### src/rtl/udp_frame_wr_ctrl.sv
// udp_frame_wr_ctrl: splits 32-bit UDP payload words into 16-bit SDRAM FIFO writes with frame sync/done/error strobes.
// Define FRAME_STAT_EN to enable the saturating frame_cnt/err_cnt statistics counters.
module udp_frame_wr_ctrl #(
    parameter int          H_PIXEL     = 640,
    parameter int          V_PIXEL     = 480,
    parameter logic [31:0] FRAME_MAGIC = 32'hF0F0_5A5A
) (
    input  logic        eth_rx_clk,
    input  logic        rst_n,
    input  logic        udp_rec_en,
    input  logic [31:0] udp_rec_data,
    input  logic        udp_rec_pkt_done,
    input  logic        wr_fifo_afull,
    output logic        wr_en,
    output logic [15:0] wr_data,
    output logic        wr_load,
    output logic        frame_done,
    output logic        frame_err,
    output logic [18:0] pix_cnt,
    output logic [15:0] frame_cnt,
    output logic [15:0] err_cnt
);
    localparam logic [18:0] TOTAL = 19'(H_PIXEL * V_PIXEL);

    typedef enum logic [1:0] {IDLE, RECV, DROP} state_t;

    state_t      r_state, w_state_nx;
    logic        r_pkt_first, r_lo_pend, w_lo_pend_nx;
    logic [15:0] r_lo_data, w_wr_data_nx;
    logic        w_wr_en_nx, w_wr_load_nx, w_done_nx, w_err_nx;
    logic [18:0] w_pix_nx, w_pix_inc;
    logic        w_hdr, w_word, w_last;

    assign w_hdr     = udp_rec_en & r_pkt_first & (udp_rec_data == FRAME_MAGIC);
    assign w_word    = udp_rec_en & ~w_hdr & (r_state == RECV);
    assign w_pix_inc = pix_cnt + 19'd1;
    assign w_last    = (w_pix_inc == TOTAL);

    // A new word always wins over a pending low half; an odd-sized frame ends on its high half.
    always_comb begin
        w_state_nx   = r_state;
        w_wr_en_nx   = 1'b0;
        w_wr_data_nx = wr_data;
        w_wr_load_nx = 1'b0;
        w_done_nx    = 1'b0;
        w_err_nx     = 1'b0;
        w_pix_nx     = frame_done ? 19'd0 : pix_cnt;
        w_lo_pend_nx = 1'b0;
        if (w_hdr) begin
            w_wr_load_nx = 1'b1;
            w_err_nx     = (r_state == RECV);
            w_pix_nx     = 19'd0;
            w_state_nx   = RECV;
        end else if (w_word && wr_fifo_afull) begin
            w_err_nx   = 1'b1;
            w_state_nx = DROP;
        end else if (w_word) begin
            w_wr_en_nx   = 1'b1;
            w_wr_data_nx = udp_rec_data[31:16];
            w_pix_nx     = w_pix_inc;
            w_lo_pend_nx = ~w_last;
            w_done_nx    = w_last;
            w_state_nx   = w_last ? IDLE : r_state;
        end else if (r_lo_pend) begin
            w_wr_en_nx   = 1'b1;
            w_wr_data_nx = r_lo_data;
            w_pix_nx     = w_pix_inc;
            w_done_nx    = w_last;
            w_state_nx   = w_last ? IDLE : r_state;
        end
    end

    always_ff @(posedge eth_rx_clk or negedge rst_n) begin
        if (!rst_n) begin
            r_state     <= IDLE;
            r_pkt_first <= 1'b1;
            r_lo_pend   <= 1'b0;
            r_lo_data   <= '0;
            wr_en       <= 1'b0;
            wr_data     <= '0;
            wr_load     <= 1'b0;
            frame_done  <= 1'b0;
            frame_err   <= 1'b0;
            pix_cnt     <= '0;
        end else begin
            r_state     <= w_state_nx;
            r_pkt_first <= udp_rec_pkt_done ? 1'b1 : (udp_rec_en ? 1'b0 : r_pkt_first);
            r_lo_pend   <= w_lo_pend_nx;
            r_lo_data   <= w_word ? udp_rec_data[15:0] : r_lo_data;
            wr_en       <= w_wr_en_nx;
            wr_data     <= w_wr_data_nx;
            wr_load     <= w_wr_load_nx;
            frame_done  <= w_done_nx;
            frame_err   <= w_err_nx;
            pix_cnt     <= w_pix_nx;
        end
    end

`ifdef FRAME_STAT_EN
    always_ff @(posedge eth_rx_clk or negedge rst_n) begin
        if (!rst_n) begin
            frame_cnt <= '0;
            err_cnt   <= '0;
        end else begin
            frame_cnt <= (frame_done && frame_cnt != 16'hFFFF) ? frame_cnt + 16'd1 : frame_cnt;
            err_cnt   <= (frame_err && err_cnt != 16'hFFFF) ? err_cnt + 16'd1 : err_cnt;
        end
    end
`else
    assign frame_cnt = '0;
    assign err_cnt   = '0;
`endif
endmodule

### config.mk
export PLATFORM = sky130hd
export DESIGN_NAME = udp_frame_wr_ctrl
export DESIGN_NICKNAME = d
export VERILOG_FILES = /design/src/rtl/udp_frame_wr_ctrl.sv
export SDC_FILE = /design/constraint.sdc
export NUM_CORES = 1
export LEC_CHECK = 0
export ABC_AREA = 1
export BUFFER_PORTS_ARGS = -buffer_cell sky130_fd_sc_hd__clkbuf_2
export CAP_MARGIN = 30
export CORE_UTILIZATION = 47
export CTS_CLUSTER_DIAMETER = 150
export DETAILED_ROUTE_END_ITERATION = 6
export MAX_ROUTING_LAYER = met4
export PLACE_DENSITY = 0.87
export SETUP_SLACK_MARGIN = 0.2
export SYNTH_ARGS = -nofsm -noshare
export SYNTH_HDL_FRONTEND = slang
export SYNTH_SLANG_ARGS = --single-unit
export TNS_END_PERCENT = 100
### constraint.sdc
create_clock -name eth_rx_clk -period 1.65 [get_ports eth_rx_clk]
set_input_delay 0.2475 -clock eth_rx_clk [delete_from_list [all_inputs] [get_ports eth_rx_clk]]
set_output_delay 0.2475 -clock eth_rx_clk [all_outputs]
set_load 0.1 [all_outputs]
==> results by stage <==
Route:
- After detailed routing, the total wire length is between 10 and 15 mm.
- The overall via count from detail_route is 4214.
- The detailed-route wire length per cell is 18.6 µm.
- The iteration-0 DRC count of the detailed router is 319.
- The number of remaining DRC errors is 0.
- Once detail routing completed, the nets flagged for antenna violations numbered 0.
- The first detailed-routing pass ran for 4 iterations.
- Using the TritonRoute via totals, the vias-per-cell ratio works out to 5.54.

Synth:
- After synthesis the cells add up to 3480 µm².
- Averaged over all synthesized cells, the footprint is 7.30 µm².
- In this run, distinct cell masters in the synthesized netlist total 33.
- Synthesis handed over a netlist of approximately 480 instances.
- Of the synthesized area, sequential elements account for a little over two fifths.
- Yosys printed 0 warnings.
- The synthesized design contains 59 register bits.

Global route:
- The met1 track demand over resource in global routing is between 30% and 40%.
- The number of antenna violations at the first check in global routing came to 0.
- The via count of the first global-routing pass is 3717.
- The first global-routing pass estimated 18.0 mm of wire.
- The global routing usage on met3 is between 6 and 7%.
- The largest net degree at the start of global routing is 28.
- Global routing consumed, over all layers together, 32.1% of the routing resources.
- The residual overflow from global routing is 0.
- In the global route stage, met2 resource usage came out at 53.6%.
- The most used routing layer in global routing is met2.

STA:
- On the final layout, the worst clock skew is 0.0112 ns.
- The final count of pins violating max slew is 0.
- Setup repair after global routing could not meet its margin everywhere.
- The post-route minimum period is 2.03 ns.
- Setup slack on the critical path of the routed design comes to -0.382 ns.
- At the pin with the least slew margin, the transition time is 0.546 ns.
- After layout, the worst path uses 123% of the clock period.
- The final count of negative-setup-slack endpoints is 57.
- The maximum clock frequency is between 0.4 and 0.5 GHz.
- The number of hold violations in the final report is 0.
- Measured against its own limit, the worst slew margin works out to 63.7%.

Critical path:
- The data required time of the critical path is around 1.9 ns.
- The number of buffers and inverters on the critical path is 4.
- STA puts the critical path data arrival time at 2.28 ns.
- The capturing element type of the critical path is a register.
- In this run the worst path has a maximum fanout of 5.
- STA classifies the critical path startpoint as a register.
- Traced cell by cell, the critical path runs through nand2_2 > nor2_2 > inv_1 > nor2_2 > nand4_4 > buf_6 > buf_8 > buf_4 > nand3_1 > nand2_2 > nand2_2 > nand2_2.
- The classification of the worst setup path is reg -> reg.
- The cell family contributing the most delay on the critical path is simple AND/OR/NAND/NOR gates.
- Counting stages on the worst path, the most repeated cell is nand2_2.
- For this run, the slowest stage of the critical path takes approximately 0.56 ns.
- The launch point of the worst reg-to-reg path is r_pkt_first.
- The endpoint of the lowest-slack register-to-register path is r_state[1].
- For the worst flop-to-flop path, the logic depth is 12.
- Setup slack on the worst reg-to-reg path comes out at -0.38 ns.
- The critical path's slowest cell is dfstp_2.

Placed design:
- The number of port buffers is 75.
- The post-detailed-placement half-perimeter wirelength is 7.06 mm.
- The final RePlAce weighted congestion is 0.960.
- Summing all placed instances gives a cell area of 4450 µm².
- The pre-CTS worst setup slack is -0.213 ns.

Run:
- Across the run, the number of max-cap violations was 0.

Hold path:
- The min-delay analysis places its worst path in the category in -> reg.
- The launch instance of the worst min-delay path is udp_rec_pkt_done.
- The worst hold path terminates at r_pkt_first.
- The cell depth of the worst min-delay path is 2.

Clock tree:
- For this design, the sink count on the clock tree is 59.
- In this run the number of H-tree levels came out at 3.
- The clock latency of the later-clocked register in the worst-skew pair is 0.36 ns.
- The CTS tree is yes.
- The clock passes through at most 2 buffers.
- The root buffer cell is clkbuf_8.
- The number of buffers added by the clock tree synthesis step is 9.
- The clock transition time at the flip-flop clock pins of the worst setup and hold paths is roughly 0.08 ns.

Floorplanning:
- For this configuration, the core starts out at a cell density of 48.2%.
- The floorplan die area is between 7000 and 8000 µm².
- The die is 88.1 µm tall.
- 108 I/O pins were placed.
- The core region is 7210 µm².
- The cell row count is 31.
- The floorplan die width is 88.1 µm.

Status:
- The run finished, with violations left.
- The checks that failed: setup timing.

Layout:
- The fraction of layout instances using a drive strength above 1 is 53.4%.
- The repair_antennas step left the layout with diodes totalling 0.
- The finished cells cover 5840 µm².
- The total of fill cells in the finished design is 402.
- The final net count is 695.
- In the layout the commonest cells are 120 x nand2_1, 74 x buf_4, 44 x nand2_2, 43 x clkbuf_2, 39 x dfrtp_1.
- At the end of the flow the core is filled with cells to 80.9%.
- The area added between synthesis and finish is 67.7%.
- The most frequent standard cell in the layout excluding fill and tap cells is nand2_1.

Pwr:
- The total power per unit cell area is 719 nW/µm².
- The worst IR drop on VDD is 0.745 mV.
- In this run the static leakage power is 2.96 nW.
==> worst max-delay path by stage <==
stage	start	to	slack, ns	depth (start not counted)
floorplan	pix_cnt[1]	r_state[0]	-0.24	14
global placement	udp_rec_data[29]	pix_cnt[7]	-0.15	13
detailed placement	r_pkt_first	pix_cnt[0]	-0.21	11
CTS	r_pkt_first	wr_data[8]	-0.14	12
global route	pix_cnt[1]	r_state[1]	-0.47	14
finish	r_pkt_first	r_state[1]	-0.38	12
==> registers in the layout (all words and copies together) (netlist names) <==
| register | flops |
|---|---|
| wr_load | 1 |
| pix_cnt | 19 |
| wr_en | 1 |
| r_state | 2 |
| wr_data | 16 |
| r_pkt_first | 1 |
| frame_err | 1 |
| r_lo_pend | 1 |
| r_lo_data | 16 |
| frame_done | 1 |
==> repair_timing <==
item                                    in CTS  in global routing
resized for setup                           98                114
hold buffers                                 1                  0
hold endpoints to repair                     7                  0
gates cloned                                 4                  4
setup buffers                               19                 11
pin swaps                                   16                 42
endpoints found under the setup margin      77                 74
==> final cells by class <==
type                       instances  area (µm²)  share of cell area [%]
timing repair buffer             183        1600                    27.4
inverter                          37         156                    2.68
tap                               99         124                    2.12
multi-input combinational        366        2210                    37.8
clock buffer                      12         155                    2.66
clock inverter                     4        72.6                    1.24
sequential                        59        1520                    26.1
==> synth_stat cells <==
cell type,n,area [µm²]
nand2_1,169,634
dfrtp_1,58,1450
nand3_1,45,225
nor2_1,43,161
buf_4,35,263
inv_1,35,131
o21ai_0,19,95.1
nand2_2,12,75.1
nand4_1,10,62.6
a21oi_1,5,25.0
nor2_2,5,31.3
buf_2,4,20.0
clkbuf_1,4,15.0
nor2_4,3,33.8
nor3_1,3,15.0
xor2_1,3,26.3
buf_1,2,7.51
buf_6,2,22.5
ha_1,2,25.0
inv_2,2,7.51
nand3_2,2,20.0
o21ai_1,2,10.0
o21bai_1,2,15.0
a21o_1,1,7.51
a21oi_2,1,8.76
and2_1,1,6.26
conb_1,1,3.75
dfstp_2,1,26.3
nand3_4,1,17.5
nand3b_1,1,7.51
nand4_2,1,12.5
o21ai_2,1,8.76
xnor2_1,1,8.76
==> power breakdown <==
part	leakage (nW)	switching [W]	internal (W)
logic	2.10	0.000822	0.000231
registers	0.749	0.0000593	0.00151
clock network	0.113	0.000642	0.000931
==> cell families (layout without fill, tap and decap cells) <==
logic type / count (synthesis) / count (layout) / synth area share, %
DFF: 59 / 59 / 42.5
AOI/OAI and AO/OA: 31 / 31 / 4.89
adders and majority gates: 2 / 2 / 0.719
other: 1 / 32 / 0.108
xor gates and xnor gates: 4 / 4 / 1.01
buffers and inverters: 84 / 236 / 13.4
and+or+nand+nor: 296 / 297 / 37.4
==> per-layer routing <==
| metal | vias up | wire [µm] |
|---|---|---|
| li1 | 1796 | - |
| met1 | 1993 | 4990 |
| met2 | 341 | 7180 |
| met3 | 84 | 1170 |
| met4 | 0 | 761 |
| met5 | - | 0 |
==> stage by stage <==
step	std cells	setup TNS, ns	total power (W)	hold slack, ns
after floorplan	508	-0.700	0.00233	-0.0481
after global placement	705	-3.83	0.00249	0.143
after detailed placement	705	-5.81	0.00250	0.148
after CTS	745	-4.02	0.00408	0.0788
after global routing	760	-16.80	0.00429	0.0836
final	760	-13.92	0.00420	0.0705
Note: power is estimated with default switching activity, not from simulation.
